**config.mk**
```make
export PLATFORM = sky130hd
export DESIGN_NAME = uart_rx
export DESIGN_NICKNAME = d
export VERILOG_FILES = /design/src/rtl/uart_pkg.sv /design/src/rtl/uart_baud_tick.sv /design/src/rtl/uart_rx.sv
export SDC_FILE = /design/constraint.sdc
export NUM_CORES = 1
export LEC_CHECK = 0
export ABC_CLOCK_PERIOD_IN_PS = 2400
export CORE_ASPECT_RATIO = 1.4
export CORE_UTILIZATION = 54
export DETAILED_ROUTE_END_ITERATION = 7
export HOLD_SLACK_MARGIN = 0.12
export PLACE_DENSITY = 0.78
export SYNTH_ARGS = -nofsm -noshare
export SYNTH_HDL_FRONTEND = slang
export SYNTH_HIERARCHICAL = 1
export SYNTH_SLANG_ARGS = --single-unit
```
**constraint.sdc**
```tcl
create_clock -name clk -period 2.4 [get_ports clk]
set_input_delay 0.36 -clock clk [delete_from_list [all_inputs] [get_ports clk]]
set_output_delay 0.36 -clock clk [all_outputs]
set_load 0.03 [all_outputs]
```
**src/rtl/uart_pkg.sv**
```systemverilog
// Shared definitions for the UART receive/transmit pair: state encoding,
// frame width and the baud tick divider calculation.
package uart_pkg;

  localparam int DATA_BITS = 8;

  typedef enum logic [2:0] {
    IDLE  = 3'd0,
    START = 3'd1,
    DATA  = 3'd2,
    STOP  = 3'd3,
    BREAK = 3'd4
  } rx_state_t;

  // Rounded clocks-per-tick: round(clk_hz / (baud * os)).
  function automatic int calc_tick_div(input int clk_hz, input int baud, input int os);
    longint denom;
    longint result;
    denom  = longint'(baud) * longint'(os);
    result = (longint'(clk_hz) + denom / 2) / denom;
    return int'(result);
  endfunction

endpackage

```
**src/rtl/uart_baud_tick.sv**
```systemverilog
// Free-running oversample tick generator: one-cycle tick every TICK_DIV clocks,
// restartable so a new frame aligns its sample grid to the detected start edge.
module uart_baud_tick #(
  parameter int TICK_DIV = 4
) (
  input  logic clk,
  input  logic rst,
  input  logic restart,
  output logic tick
);

  localparam int CW = (TICK_DIV > 1) ? $clog2(TICK_DIV) : 1;
  localparam logic [CW-1:0] CNT_LAST = CW'(TICK_DIV - 1);

  if (TICK_DIV < 1) begin : g_bad_div
    $error("uart_baud_tick: TICK_DIV must be at least 1");
  end

  logic [CW-1:0] cnt_q;
  logic [CW-1:0] cnt_d;

  assign tick = (cnt_q == CNT_LAST);

  always_comb begin
    cnt_d = cnt_q + 1'b1;
    if (restart || tick) begin
      cnt_d = '0;
    end
  end

  always_ff @(posedge clk) begin
    if (rst) begin
      cnt_q <= '0;
    end else begin
      cnt_q <= cnt_d;
    end
  end

endmodule

```
**src/rtl/uart_rx.sv**
```systemverilog
// 8N1 UART receiver: synchronizes rx_i, oversamples each bit, validates the
// start/stop bits and presents completed bytes on a valid/ready interface.
module uart_rx
  import uart_pkg::*;
#(
  parameter int CLK_FREQ_HZ = 100_000_000,
  parameter int BAUD        = 115200,
  parameter int OVERSAMPLE  = 16
) (
  input  logic            clk,
  input  logic            rst,
  input  logic            rx_i,
  output logic [7:0]      out_byte,
  output logic            out_valid,
  input  logic            out_ready,
  output logic            framing_err,
  output logic            overrun_err,
  output logic            busy,
  output rx_state_t       state_o
);

  localparam int TICK_DIV = calc_tick_div(CLK_FREQ_HZ, BAUD, OVERSAMPLE);
  localparam int SCW      = $clog2(OVERSAMPLE);
  localparam int BW       = $clog2(DATA_BITS);

  localparam logic [SCW-1:0] SC_MID   = SCW'(OVERSAMPLE / 2 - 1);
  localparam logic [SCW-1:0] SC_LAST  = SCW'(OVERSAMPLE - 1);
  localparam logic [BW-1:0]  BIT_LAST = BW'(DATA_BITS - 1);

  if (TICK_DIV < 1) begin : g_bad_tick_div
    $error("uart_rx: CLK_FREQ_HZ too low for BAUD*OVERSAMPLE (TICK_DIV = 0)");
  end
  if ((OVERSAMPLE < 4) || (OVERSAMPLE % 2 != 0)) begin : g_bad_os
    $error("uart_rx: OVERSAMPLE must be even and at least 4");
  end

  logic                 sync1_q;
  logic                 sync2_q;
  logic                 rx_s;

  rx_state_t            state_q, state_d;
  logic [SCW-1:0]       sc_q, sc_d;
  logic [BW-1:0]        bit_q, bit_d;
  logic [DATA_BITS-1:0] shift_q, shift_d;

  logic [7:0]           out_byte_q, out_byte_d;
  logic                 out_valid_q, out_valid_d;
  logic                 framing_q, framing_d;
  logic                 overrun_q, overrun_d;

  logic                 tick;
  logic                 restart;
  logic                 byte_done;
  logic                 frame_bad;

  assign rx_s = sync2_q;

  uart_baud_tick #(
    .TICK_DIV (TICK_DIV)
  ) u_tick (
    .clk     (clk),
    .rst     (rst),
    .restart (restart),
    .tick    (tick)
  );

  always_ff @(posedge clk) begin
    if (rst) begin
      sync1_q <= 1'b1;
      sync2_q <= 1'b1;
    end else begin
      sync1_q <= rx_i;
      sync2_q <= sync1_q;
    end
  end

  // Frame FSM. Start is confirmed at mid-bit; data and stop are sampled one
  // full bit period apart from there, i.e. near the centre of each bit.
  always_comb begin
    state_d   = state_q;
    sc_d      = sc_q;
    bit_d     = bit_q;
    shift_d   = shift_q;
    restart   = 1'b0;
    byte_done = 1'b0;
    frame_bad = 1'b0;
    case (state_q)
      IDLE: begin
        if (!rx_s) begin
          state_d = START;
          sc_d    = '0;
          restart = 1'b1;
        end
      end
      START: begin
        if (tick) begin
          if (sc_q == SC_MID) begin
            sc_d  = '0;
            bit_d = '0;
            state_d = rx_s ? IDLE : DATA;
          end else begin
            sc_d = sc_q + 1'b1;
          end
        end
      end
      DATA: begin
        if (tick) begin
          if (sc_q == SC_LAST) begin
            sc_d    = '0;
            shift_d = {rx_s, shift_q[DATA_BITS-1:1]};
            if (bit_q == BIT_LAST) begin
              state_d = STOP;
            end else begin
              bit_d = bit_q + 1'b1;
            end
          end else begin
            sc_d = sc_q + 1'b1;
          end
        end
      end
      STOP: begin
        if (tick) begin
          if (sc_q == SC_LAST) begin
            sc_d = '0;
            if (rx_s) begin
              byte_done = 1'b1;
              state_d   = IDLE;
            end else begin
              frame_bad = 1'b1;
              state_d   = BREAK;
            end
          end else begin
            sc_d = sc_q + 1'b1;
          end
        end
      end
      BREAK: begin
        if (rx_s) begin
          state_d = IDLE;
        end
      end
      default: begin
        state_d = IDLE;
      end
    endcase
  end

  // Handshake: out_byte/out_valid hold until a cycle with out_valid && out_ready.
  // A byte completing in that same cycle replaces the accepted one; completing
  // while the holder is full and not being accepted drops the new byte (overrun).
  always_comb begin
    out_byte_d  = out_byte_q;
    out_valid_d = out_valid_q;
    overrun_d   = 1'b0;
    framing_d   = frame_bad;
    if (out_valid_q && out_ready) begin
      out_valid_d = 1'b0;
    end
    if (byte_done) begin
      if (out_valid_q && !out_ready) begin
        overrun_d = 1'b1;
      end else begin
        out_byte_d  = shift_q;
        out_valid_d = 1'b1;
      end
    end
  end

  always_ff @(posedge clk) begin
    if (rst) begin
      state_q     <= IDLE;
      sc_q        <= '0;
      bit_q       <= '0;
      shift_q     <= '0;
      out_byte_q  <= '0;
      out_valid_q <= 1'b0;
      framing_q   <= 1'b0;
      overrun_q   <= 1'b0;
    end else begin
      state_q     <= state_d;
      sc_q        <= sc_d;
      bit_q       <= bit_d;
      shift_q     <= shift_d;
      out_byte_q  <= out_byte_d;
      out_valid_q <= out_valid_d;
      framing_q   <= framing_d;
      overrun_q   <= overrun_d;
    end
  end

  assign out_byte    = out_byte_q;
  assign out_valid   = out_valid_q;
  assign framing_err = framing_q;
  assign overrun_err = overrun_q;
  assign busy        = (state_q != IDLE);
  assign state_o     = state_q;

endmodule
```
==> run_results.csv <==
group,metric,value,unit
timing,worst_pin_slew,480,ps
grt,grt_overflow,0,
logic_synthesis,synthDominantCellAreaShare,46.3,%
critical_path,startpoint_type,"flop",
die,pin_count,19,
route,vias,1153,
cells_and_area,fill_cells,243,
place,gp_congestion,0.786,
pwr,peakVddDrop,0.668,mV
timing,setup_viol,0,
logic_synthesis,yosys.area_share.adder,3.91,%
logic_synthesis,yosys_register_bits,37,
timing,finalCriticalPeriod,2180,ps
grt,grt_util_met3,7.38,%
cells_and_area,fin_cells,219,
route,drtIter0Drc,11,
place,portBuffers,18,
cts,ctsResizeCount,0,
logic_synthesis,synthMuxAreaShare,13.1,%
logic_synthesis,synth_top_cell_by_area,"dfxtp_1",
timing,period_share,90.9,%
route,antenna_left,0,
logic_synthesis,ys_types,41,
cts,hold_buffers,0,
critical_path,path_max_fanout,12,
grt,grt_max_degree,25,
place,placed_cells,211,
pwr,p_seq_share,57.9,%
cts,cts_max_level,2,
hold_path,hp-class,"flop to flop",
cts,worstSkewPairLatency,290,ps
route,first_pass_iters,3,
cells_and_area,drive_gt1_share,11.0,%
critical_path,critPathArrivalTime,1820,ps
logic_synthesis,syn_nets,170,
pwr,net-switching-power,249,uW
grt,grt-busiest-layer,"met2",
timing,fmax,0.459,GHz
place,placed_area,1790,sq um
timing,rsz0062_at_grt,"false",
critical_path,required,2040,ps
logic_synthesis,syn_inst,161,
critical_path,crit_type,"flop to output port",
die,fp.coreArea,2850,sq um
cts,clkTransAtPathRegs,70,ps
route,route.detailed.drc,0,
cells_and_area,final_area,1870,sq um
cts,cts_made_buffers,5,
logic_synthesis,syn_area,1600,sq um
place,dp_hpwl,2020,microns
pwr,p_clk_share,38.3,%
logic_synthesis,synth_seq_area_share,46.3,%
timing,fin_skew,7.54,ps
pwr,p_sw_share,22.9,%
timing,slew-limit-headroom,67.8,%
pwr,p_leak,0.000761,uW
grt,antenna_found_initial,0,
die,fp.dieArea,3190,sq um
die,start_util,56.2,%
route,post_drt_wl_per_cell,12.4,microns
timing,hold_violations,0,
die,die_h,66.4,microns
logic_synthesis,synth-compound-area-share,6.41,%
grt,grt_use_total,20.1,%
logic_synthesis,ys.warnings.count,6,
timing,final_max_slew_viol_count,0,
cts,cts_tree,"built",
critical_path,cp-end-kind,"output port",
timing,fin_tns_setup,0,ps
pwr,power_density,580,nW/um^2
cells_and_area,areaGrowthSynthToFinish,17.0,%
cts,cts_setup_buffers,0,
logic_synthesis,synth-simple-area-share,24.0,%
grt,grt_pass1_vias,1077,
cells_and_area,antennaDiodeCount,0,
pwr,p_int,838,uW
cts,clkSinkCount,37,
logic_synthesis,synth_top_family_by_area,"simple AND/OR/NAND/NOR gates",
pwr,comb_power_share,3.8,%
logic_synthesis,ys_top_cells_by_area,"dfxtp_1 (46%), mux2i_1 (13%), nor2_1 (8.0%)",
grt,grt_pass1_wl,4460,microns
run,cap_violations,0,
cts,clock_path_buffers,2,
grt,use_met1,21.0,%
logic_synthesis,synth.avg_cell_area,9.95,sq um
cells_and_area,nets,190,
logic_synthesis,synth_xor_area_share,2.19,%
die,die-width,48.0,microns
cts,ctsRootBufferMaster,"clkbuf_8",
route,routed_wl,2710,microns
grt,use_met2,33.8,%
route,viasPerCell,5.26,
outcome,status,"finished, final reports clean",
die,row_count,23,
-- logic make-up (layout without fill, tap and decap cells) --
kind of cell | after synthesis | after routing
buf+inv | 10 | 31
flops | 37 | 37
fa+ha+maj | 5 | 5
mux | 21 | 21
xor+xnor | 4 | 4
compound gates | 15 | 15
simple gates | 69 | 69
-- sequential cells by signal (all words and copies together) (netlist names) --
signal and count:
sc_q 4, shift_q 8, state_o 3, out_byte 8, bit_q 3, framing_err 1
sync1_q 1, overrun_err 1, rx_s 1, out_valid 1, u_tick/cnt_q 6
-- layout make-up --
type	instances	area (sq um)	share of cell area (%)
inverter	3	11.3	0.601
multi-input combinational	114	795	42.4
clock buffer	5	68.8	3.67
sequential	37	741	39.5
timing repair buffer	20	195	10.4
clock inverter	3	17.5	0.935
tap	37	46.3	2.47
-- metrics by stage --
stage,hold slack (ps),total power (uW),setup WS (ps),util (%)
after CTS,410,1100,227,65.8
after global placement,392,682,616,62.8
final,410,1090,220,65.8
after global routing,418,1140,126,65.8
after detailed placement,394,685,556,62.8
after floorplan,389,671,619,-
-- power by group through the flow --
stage,combinational (uW),clock [uW],sequential (uW)
global route,45.6,460,630
finish,41.1,417,629
detailed placement,41.8,0,643
floorplan,29.7,0,641
CTS,42.0,431,629
global placement,39.1,0,642
-- worst max-delay path: stages, from the launching register on --
cell and delay (ps):
dfxtp_1 530, nor2_1 170, nand2_1 140, clkdlybuf4s50_1 690
-- cells in the final DEF (no fill, tap or decap), drive strengths merged, types with 3 or more instances in the layout --
cell           count
mux2i             21
and3               3
and2               4
nor2              34
inv                3
o21ai              5
dfxtp             37
nand2              5
ha                 5
clkdlybuf4s50     18
clkbuf             5
a21oi              4
nor3               4
nand3              4
-- cell usage after synthesis --
cell and count:
xnor2_1 2, nand2b_1 2, and2_1 4, and3_4 2, inv_1 3, nand3_1 3
buf_4 1, nand4_1 1, clkbuf_1 3, and4b_1 1, o2111ai_2 1, o21ai_1 2
or3_1 1, o21a_1 1, nor2b_1 1, and3_1 1, buf_6 1, nor4b_2 1
a311oi_1 1, nor3_1 4, nor2_1 34, mux2i_1 21, a22oi_1 1, nand4_4 1
a211oi_1 2, nand3_2 1, ha_1 5, nor3b_1 1, nand3b_1 1, nand2_1 5
buf_2 1, a21oi_1 3, nand4b_1 1, o21ai_0 3, nor3b_2 1, xor2_1 2
and4bb_1 1, a21oi_2 1, buf_12 1, dfxtp_1 37, or2_2 2
-- worst paths after layout --
path | slack (ps) | startpoint | endpoint | cells past startpoint
hold / removal | 410 | sync1_q | rx_s | 1
setup reg to reg | 620 | u_tick/cnt_q[0] | sc_q[3] | 8
hold reg to reg | 410 | sync1_q | rx_s | 1
setup / recovery | 220 | state_o[1] | busy | 3
-- routing by layer --
metal	up-vias	wire length (microns)
li1	592	-
met1	540	1130
met2	17	1450
met3	4	82
met4	0	48
met5	-	0
(Power assumes the default switching activity.)
